$ cat src/rtl/reg_scoreboard.sv
// rtl/reg_scoreboard.sv - register scoreboard tracking in-flight destination writes
// Per-register pending-write counters gate issue on RAW hazards and WAW counter saturation.
module reg_scoreboard #(
  parameter int READ_PORTS = 2,
  parameter int WB_PORTS   = 1,
  parameter int ADDR_WIDTH = 5,
  parameter int CNT_WIDTH  = 2
) (
  input  logic                           clk,
  input  logic                           rst,
  input  logic                           issue_valid,
  output logic                           issue_ready,
  input  logic [READ_PORTS-1:0]          rd_en,
  input  logic [READ_PORTS*ADDR_WIDTH-1:0] rd_addr,
  input  logic                           wr_en,
  input  logic [ADDR_WIDTH-1:0]          wr_addr,
  input  logic [WB_PORTS-1:0]            wb_valid,
  input  logic [WB_PORTS*ADDR_WIDTH-1:0] wb_addr,
  input  logic                           flush,
  output logic [READ_PORTS-1:0]          hazard_mask,
  output logic [(2**ADDR_WIDTH)-1:0]     busy_vec,
  output logic [31:0]                    stall_cnt,
  output logic                           err_underflow
);

  localparam int REG_COUNT = 2 ** ADDR_WIDTH;
  // Wide enough to hold cnt + 1 and up to WB_PORTS decrements without wrap.
  localparam int SW = CNT_WIDTH + $clog2(WB_PORTS + 1) + 1;
  localparam logic [CNT_WIDTH-1:0] CNT_FULL = '1;

  logic [CNT_WIDTH-1:0] cnt      [REG_COUNT];
  logic [CNT_WIDTH-1:0] cnt_next [REG_COUNT];
  logic                 waw_full;
  logic                 fire;
  logic                 underflow_next;
  logic                 stall_now;

  function automatic logic [SW-1:0] dec_count(
    input logic [WB_PORTS-1:0]            valid,
    input logic [WB_PORTS*ADDR_WIDTH-1:0] addrs,
    input logic [ADDR_WIDTH-1:0]          target
  );
    logic [SW-1:0] n;
    n = '0;
    for (int j = 0; j < WB_PORTS; j++) begin
      if (valid[j] && addrs[j*ADDR_WIDTH +: ADDR_WIDTH] == target) begin
        n = n + SW'(1);
      end
    end
    return n;
  endfunction

  always_comb begin
    hazard_mask = '0;
    for (int i = 0; i < READ_PORTS; i++) begin
      hazard_mask[i] = rd_en[i]
                       && (rd_addr[i*ADDR_WIDTH +: ADDR_WIDTH] != '0)
                       && (cnt[rd_addr[i*ADDR_WIDTH +: ADDR_WIDTH]] != '0);
    end
  end

  assign waw_full    = wr_en && (wr_addr != '0) && (cnt[wr_addr] == CNT_FULL);
  assign issue_ready = !(|hazard_mask) && !waw_full && !flush;
  assign fire        = issue_valid && issue_ready;
  assign stall_now   = issue_valid && !issue_ready;

  // Net per-register update: issue increment and all writeback decrements in one edge.
  always_comb begin
    logic [SW-1:0] sum;
    logic [SW-1:0] dec;
    underflow_next = 1'b0;
    sum            = '0;
    dec            = '0;
    cnt_next[0]    = '0;
    for (int r = 1; r < REG_COUNT; r++) begin
      sum = SW'(cnt[r]);
      if (fire && wr_en && wr_addr == ADDR_WIDTH'(r)) begin
        sum = sum + SW'(1);
      end
      dec = dec_count(wb_valid, wb_addr, ADDR_WIDTH'(r));
      if (dec > sum) begin
        cnt_next[r]    = '0;
        underflow_next = 1'b1;
      end else begin
        cnt_next[r] = CNT_WIDTH'(sum - dec);
      end
    end
  end

  always_ff @(posedge clk or negedge rst) begin
    if (!rst) begin
      for (int r = 0; r < REG_COUNT; r++) begin
        cnt[r] <= '0;
      end
      err_underflow <= 1'b0;
    end else begin
      for (int r = 0; r < REG_COUNT; r++) begin
        cnt[r] <= flush ? '0 : cnt_next[r];
      end
      if (!flush && underflow_next) begin
        err_underflow <= 1'b1;
      end
    end
  end

  always_ff @(posedge clk or negedge rst) begin
    if (!rst) begin
      stall_cnt <= '0;
    end else if (stall_now && stall_cnt != 32'hFFFF_FFFF) begin
      stall_cnt <= stall_cnt + 32'd1;
    end
  end

  always_comb begin
    busy_vec = '0;
    for (int r = 1; r < REG_COUNT; r++) begin
      busy_vec[r] = (cnt[r] != '0);
    end
  end

endmodule
$ cat config.mk
export PLATFORM = sky130hd
export DESIGN_NAME = reg_scoreboard
export DESIGN_NICKNAME = d
export VERILOG_FILES = /design/src/rtl/reg_scoreboard.sv
export SDC_FILE = /design/constraint.sdc
export NUM_CORES = 1
export LEC_CHECK = 0
export BUFFER_PORTS_ARGS = -buffer_cell sky130_fd_sc_hd__buf_2
export CAP_MARGIN = 10
export CORE_ASPECT_RATIO = 1.4
export CORE_MARGIN = 2
export CORE_UTILIZATION = 55
export CTS_BUF_LIST = sky130_fd_sc_hd__clkbuf_8
export DETAILED_ROUTE_END_ITERATION = 10
export PLACE_DENSITY = 0.75
export SETUP_SLACK_MARGIN = 0.15
export SLEW_MARGIN = 20
export SYNTH_ARGS = -nofsm -noshare
export SYNTH_HDL_FRONTEND = slang
export SYNTH_SLANG_ARGS = --single-unit
$ cat constraint.sdc
create_clock -name clk -period 6.6 [get_ports clk]
set_clock_uncertainty 0.05 [all_clocks]
set_input_delay 1.98 -clock clk [delete_from_list [all_inputs] [get_ports clk]]
set_output_delay 1.98 -clock clk [all_outputs]
set_load 0.1 [all_outputs]
* Word level (Yosys, flattened, before mapping) *
Cells that the tools add are included.

word-level totals
  bits in registers = 95
  output and inout port bits = 68
  logic and storage cells = 477

cells by class
  add/subtract/negate cells = 63
  order comparisons = 34
  eq/ne operators = 64
  multiplexer cells = 164
  bitwise logic cells = 3
  reductions and logical operators = 116

operators by type and width
  cell                   number
  $eq 5x5->1 const B     32
  $mux 2                 68
  $add 2x1->3 const B    31
  $gt 1x3->1             31
  $mux 3                 31
  $eq 5x4->1 const B     16
  $logic_and 1x1->1      75
  $reduce_bool 2->1      33
  $mux 1                 62
  $sub 2x2->2            31
  $eq 5x3->1 const B     8
  $add 32x1->32 const B  1
  $ne 32x32->1 const B   1
  $bmux 2 s5             3
  $eq 5x2->1 const B     4
  $ge 6x6->1 const B     3
  $not 5->6              3
  $reduce_bool 5->1      3
  $eq 5x1->1 const B     2
  $logic_not 1->1        4
  $eq 2x2->1 const B     1
  $reduce_or 2->1        1

* Depth between registers and ports, before layout *
  depth in word-level cells = 47
  depth in mapped cells = 19

* Worst setup path after synthesis *
OpenSTA, ideal clock, no wires.

  kind = input to output
  from = in rd_addr[0]
  to = out hazard_mask[0]
  arrival = 5.024 ns
  required time = 4.570 ns
  slack = -0.454 ns
  stages = 5
  buffers on the path = 0
  cell sequence = inv_1 -> mux4_2 -> o221ai_2 -> a31oi_2 -> nor3_1

on the way
  longest elaborated chain between the ends = 6

RTL lines
  item                                        line  text
  start: declaration                          14    input logic [READ_PORTS*ADDR_WIDTH-1:0] rd_addr,
  $not 5->6 (not written as such)             58    && (cnt[rd_addr[i*ADDR_WIDTH +: ADDR_WIDTH]] != '0);
  $bmux 2 s5                                  58
  $mux 2 (not written as such) (2 in series)  58
  $reduce_bool 2->1                           58
  $logic_and 1x1->1 (*)                       58
  end: declaration                            20    output logic [READ_PORTS-1:0] hazard_mask,

Every way passes the cells marked *; elsewhere a longest branch is shown, timed or not. The select of a mux whose other input is x is not followed.

* Final worst setup path *
  from = in rd_addr[0]
  to = out issue_ready

on the way
  longest elaborated chain between the ends = 10

RTL lines
  item                                        line  text
  $not 5->6 (not written as such)             58
  $bmux 2 s5                                  58
  $mux 2 (not written as such) (2 in series)  58
  $reduce_bool 2->1                           58
  $logic_and 1x1->1 (*)                       58
  $reduce_or 2->1 (*)                         63    assign issue_ready = !(|hazard_mask) && !waw_full && !flush;
  $logic_not 1->1 (*)                         63
  $logic_and 1x1->1 (*) (2 in series)         63
  end: declaration                            12    output logic issue_ready,

Marks and branches as above.

==> results.toml <==
[global_route]
grt_pass1_wl_mm = 39.8
grt_remaining_overflow = 0
antenna_found_initial = 1
grt_pass1_vias = 7881
grt_usage_pct = 28.5
grt_max_degree = 64

[timing]
worstMarginPinSlew_ns = 1.02
min_period_over_period_pct = 94.9
slew_headroom_pct = 31.5
min_period_ns = 6.26
setup_tns_ns = 0
clock.fmax_ghz = 0.160
hold_viol = 0
rsz0062_at_grt = "no"
setup_viol = 0
slew_viol_final = 0

[synth]
synthFlopType = "dfrtp_1"
synthCells = 1079
synthTopCellsByCount = "inv_1, ha_1, nor3_1"
synth_top_area_share_pct = 25.7
ys_seq_area_share_pct = 25.7
yosysTopAreaCell = "dfrtp_1"
synth_cell_type_count = 78
synth_area_leaders = "dfrtp_1, ha_1, inv_1"
async_flop_share_pct = 100
synthMostInstantiatedCell = "inv_1"
synth_edf_count = 0
yosys_register_bits = 95
netlist_area_um2 = 9260
avgSynthCellArea_um2 = 8.58
yosysWarnings = 0
syn_nets = 1232

[worst_setup_path]
cp-end-kind = "output port"
crit_type = "primary input to output port"
critical-path-top-delay-family = "buffers and inverters"
cp_slowest_cell = "mux4_2"
reg2reg_to = "err_underflow$_DFFE_PN0P_"
ff2ff_setup_slack_ns = 2.00
critPathMaxFanout = 20
reg2reg_from = "cnt[20]$_DFF_PN0_"
cp_num_buf_inv = 4
path_cells = "buf_2 -> inv_1 -> mux4_2 -> o221ai_2 -> a31oi_2 -> o31ai_4 -> buf_4 -> nor3_4 -> buf_12"
slowest_delay_ns = 0.46
cp.depth = 9
start_kind = "primary input"
cp-endpoint = "issue_ready"
cp.required_ns = 4.57
crit_arrival_ns = 4.23
crit_start = "rd_addr[0]"
rr_worst_depth = 15

[flow_run]
drv_cap = 0

[clock_tree]
cts_setup_buffers = 0
cts.path.max_buffers = 2
tritoncts = "built"
root_buffer = "clkbuf_8"
cts_resized = 0
clk_pin_slew_ns = 0.11
cts_max_level = 3
numCtsBuffers = 9
clock-sinks = 95
cts-hold-fix-buffers = 0
clk_latency_ns = 0.41

[placement]
hpwlAfterDp_mm = 19.8
io_buffers = 94
gp_congestion = 1.01

[floorplan]
die_w_um = 114
die_area_um2 = 17900
rows = 56
initial_core_util_pct = 55.7
coreArea_um2 = 16600
pin_count = 96
dieHeight_um = 158

[drt]
first_iter_violations = 634
first_pass_iters = 5
wl_per_cell_um = 18.1
drt-total-wl_mm = 25.1
via_per_inst = 5.91
vias = 8179
drc = 0
final_antenna_net_count = 0

[power]
cellLeakagePower_uw = 0.00512
ir_drop_uv = 90.1
p_per_area_nw_per_um2 = 148

[finish]
ff_latch_area_um2 = 2380
multi_input_area_um2 = 6040
syn_to_final_growth_pct = 10.5
layout-drive-gt1-share_pct = 16.5
postLayoutCoreUtil_pct = 61.6
nFillCells = 1512
final_net_count = 1328

[min_path]
min_path_type = "register to register"

[status]
status = "finished clean"
## stage by stage
stage	setup WS (ns)	power [µW]	area, µm²	hold WS [ns]	std cells
3_3_place_gp	0.387	1100	10000	0.413	1367
6_report	0.340	1520	10200	0.443	1385
4_1_cts	0.350	1520	10200	0.442	1383
3_5_place_dp	0.294	1110	10000	0.421	1367
5_1_grt	0.210	1570	10200	0.460	1383
2_1_floorplan	0.369	994	9270	0.623	1079
## kinds of logic (layout without fill, tap and decap cells)
| kind of cell | after synthesis | in the layout | share of synthesized area (%) |
|---|---|---|---|
| flops | 95 | 95 | 25.7 |
| buf+inv | 206 | 307 | 9.16 |
| other cells | 1 | 3 | 0.0405 |
| compound gates | 70 | 70 | 6.06 |
| mux | 68 | 68 | 9.61 |
| simple gates | 421 | 421 | 23.8 |
| xor+xnor | 93 | 93 | 8.80 |
| fa+ha+maj | 125 | 125 | 16.9 |
## flip-flops by register name (all words and copies together) (netlist names)
| name | count |
|---|---|
| err_underflow | 1 |
| stall_cnt | 32 |
| cnt | 62 |
## where the power goes
part           switching, µW  total (µW)  leakage, µW  internal (µW)
clock                    263         416     0.000105            153
combinational            352         465      0.00373            114
sequential              32.0         637      0.00129            605
total                    646        1520      0.00512            872
## layout make-up
type	instances	area share [%]
Multi-Input combinational cell	778	59.1
Sequential cell	95	23.2
Timing Repair Buffer	120	6.83
Inverter	171	6.28
Tap cell	203	2.48
Clock buffer	9	1.21
Clock inverter	7	0.820
Antenna cell	2	0.0489
## layout by cell type (no fill, tap or decap), drive strengths merged, types with 3 or more instances in the layout
cell / netlist / routed
inv: 171 / 175
nor3: 133 / 133
ha: 125 / 125
buf: 19 / 120
dfrtp: 95 / 95
nand2: 83 / 83
nor2: 71 / 71
xnor2: 47 / 47
xor2: 46 / 46
mux2i: 36 / 36
nor4: 34 / 34
nand3: 30 / 30
mux2: 18 / 18
a21oi: 17 / 17
nand4: 15 / 15
mux4: 14 / 14
and3: 9 / 9
clkbuf: 16 / 9
nor2b: 7 / 7
or3: 7 / 7
o21ai: 6 / 6
nand2b: 6 / 6
o311ai: 6 / 6
a311oi: 5 / 5
and3b: 5 / 5
a31oi: 5 / 5
a211oi: 5 / 5
or2: 4 / 4
or4: 3 / 3
nor3b: 3 / 3
a221oi: 3 / 3
clkinv: 0 / 3
## worst min path at each step
| stage | from | endpoint | slack (ns) | depth (start not counted) |
|---|---|---|---|---|
| 2_1_floorplan | cnt[5]$_DFF_PN0_ | cnt[5]$_DFF_PN0_ | 0.62 | 3 |
| 3_3_place_gp | stall_cnt[23]$_DFFE_PN0P_ | stall_cnt[23]$_DFFE_PN0P_ | 0.41 | 1 |
| 3_5_place_dp | stall_cnt[7]$_DFFE_PN0P_ | stall_cnt[7]$_DFFE_PN0P_ | 0.42 | 1 |
| 4_1_cts | stall_cnt[7]$_DFFE_PN0P_ | stall_cnt[7]$_DFFE_PN0P_ | 0.44 | 1 |
| 5_1_grt | stall_cnt[7]$_DFFE_PN0P_ | stall_cnt[7]$_DFFE_PN0P_ | 0.46 | 1 |
| 6_report | stall_cnt[20]$_DFFE_PN0P_ | stall_cnt[20]$_DFFE_PN0P_ | 0.44 | 1 |
## routing by layer
| layer | wire length (µm) | up-vias | GRT usage, % |
|---|---|---|---|
| met5 | 0 | - | 0 |
| met4 | 1180 | 0 | 14.4 |
| met3 | 1500 | 81 | 4.20 |
| met2 | 12700 | 276 | 50.0 |
| met1 | 9730 | 3944 | 33.8 |
| li1 | - | 3878 | - |
No activity file was read; power rests on OpenSTA's default activity.
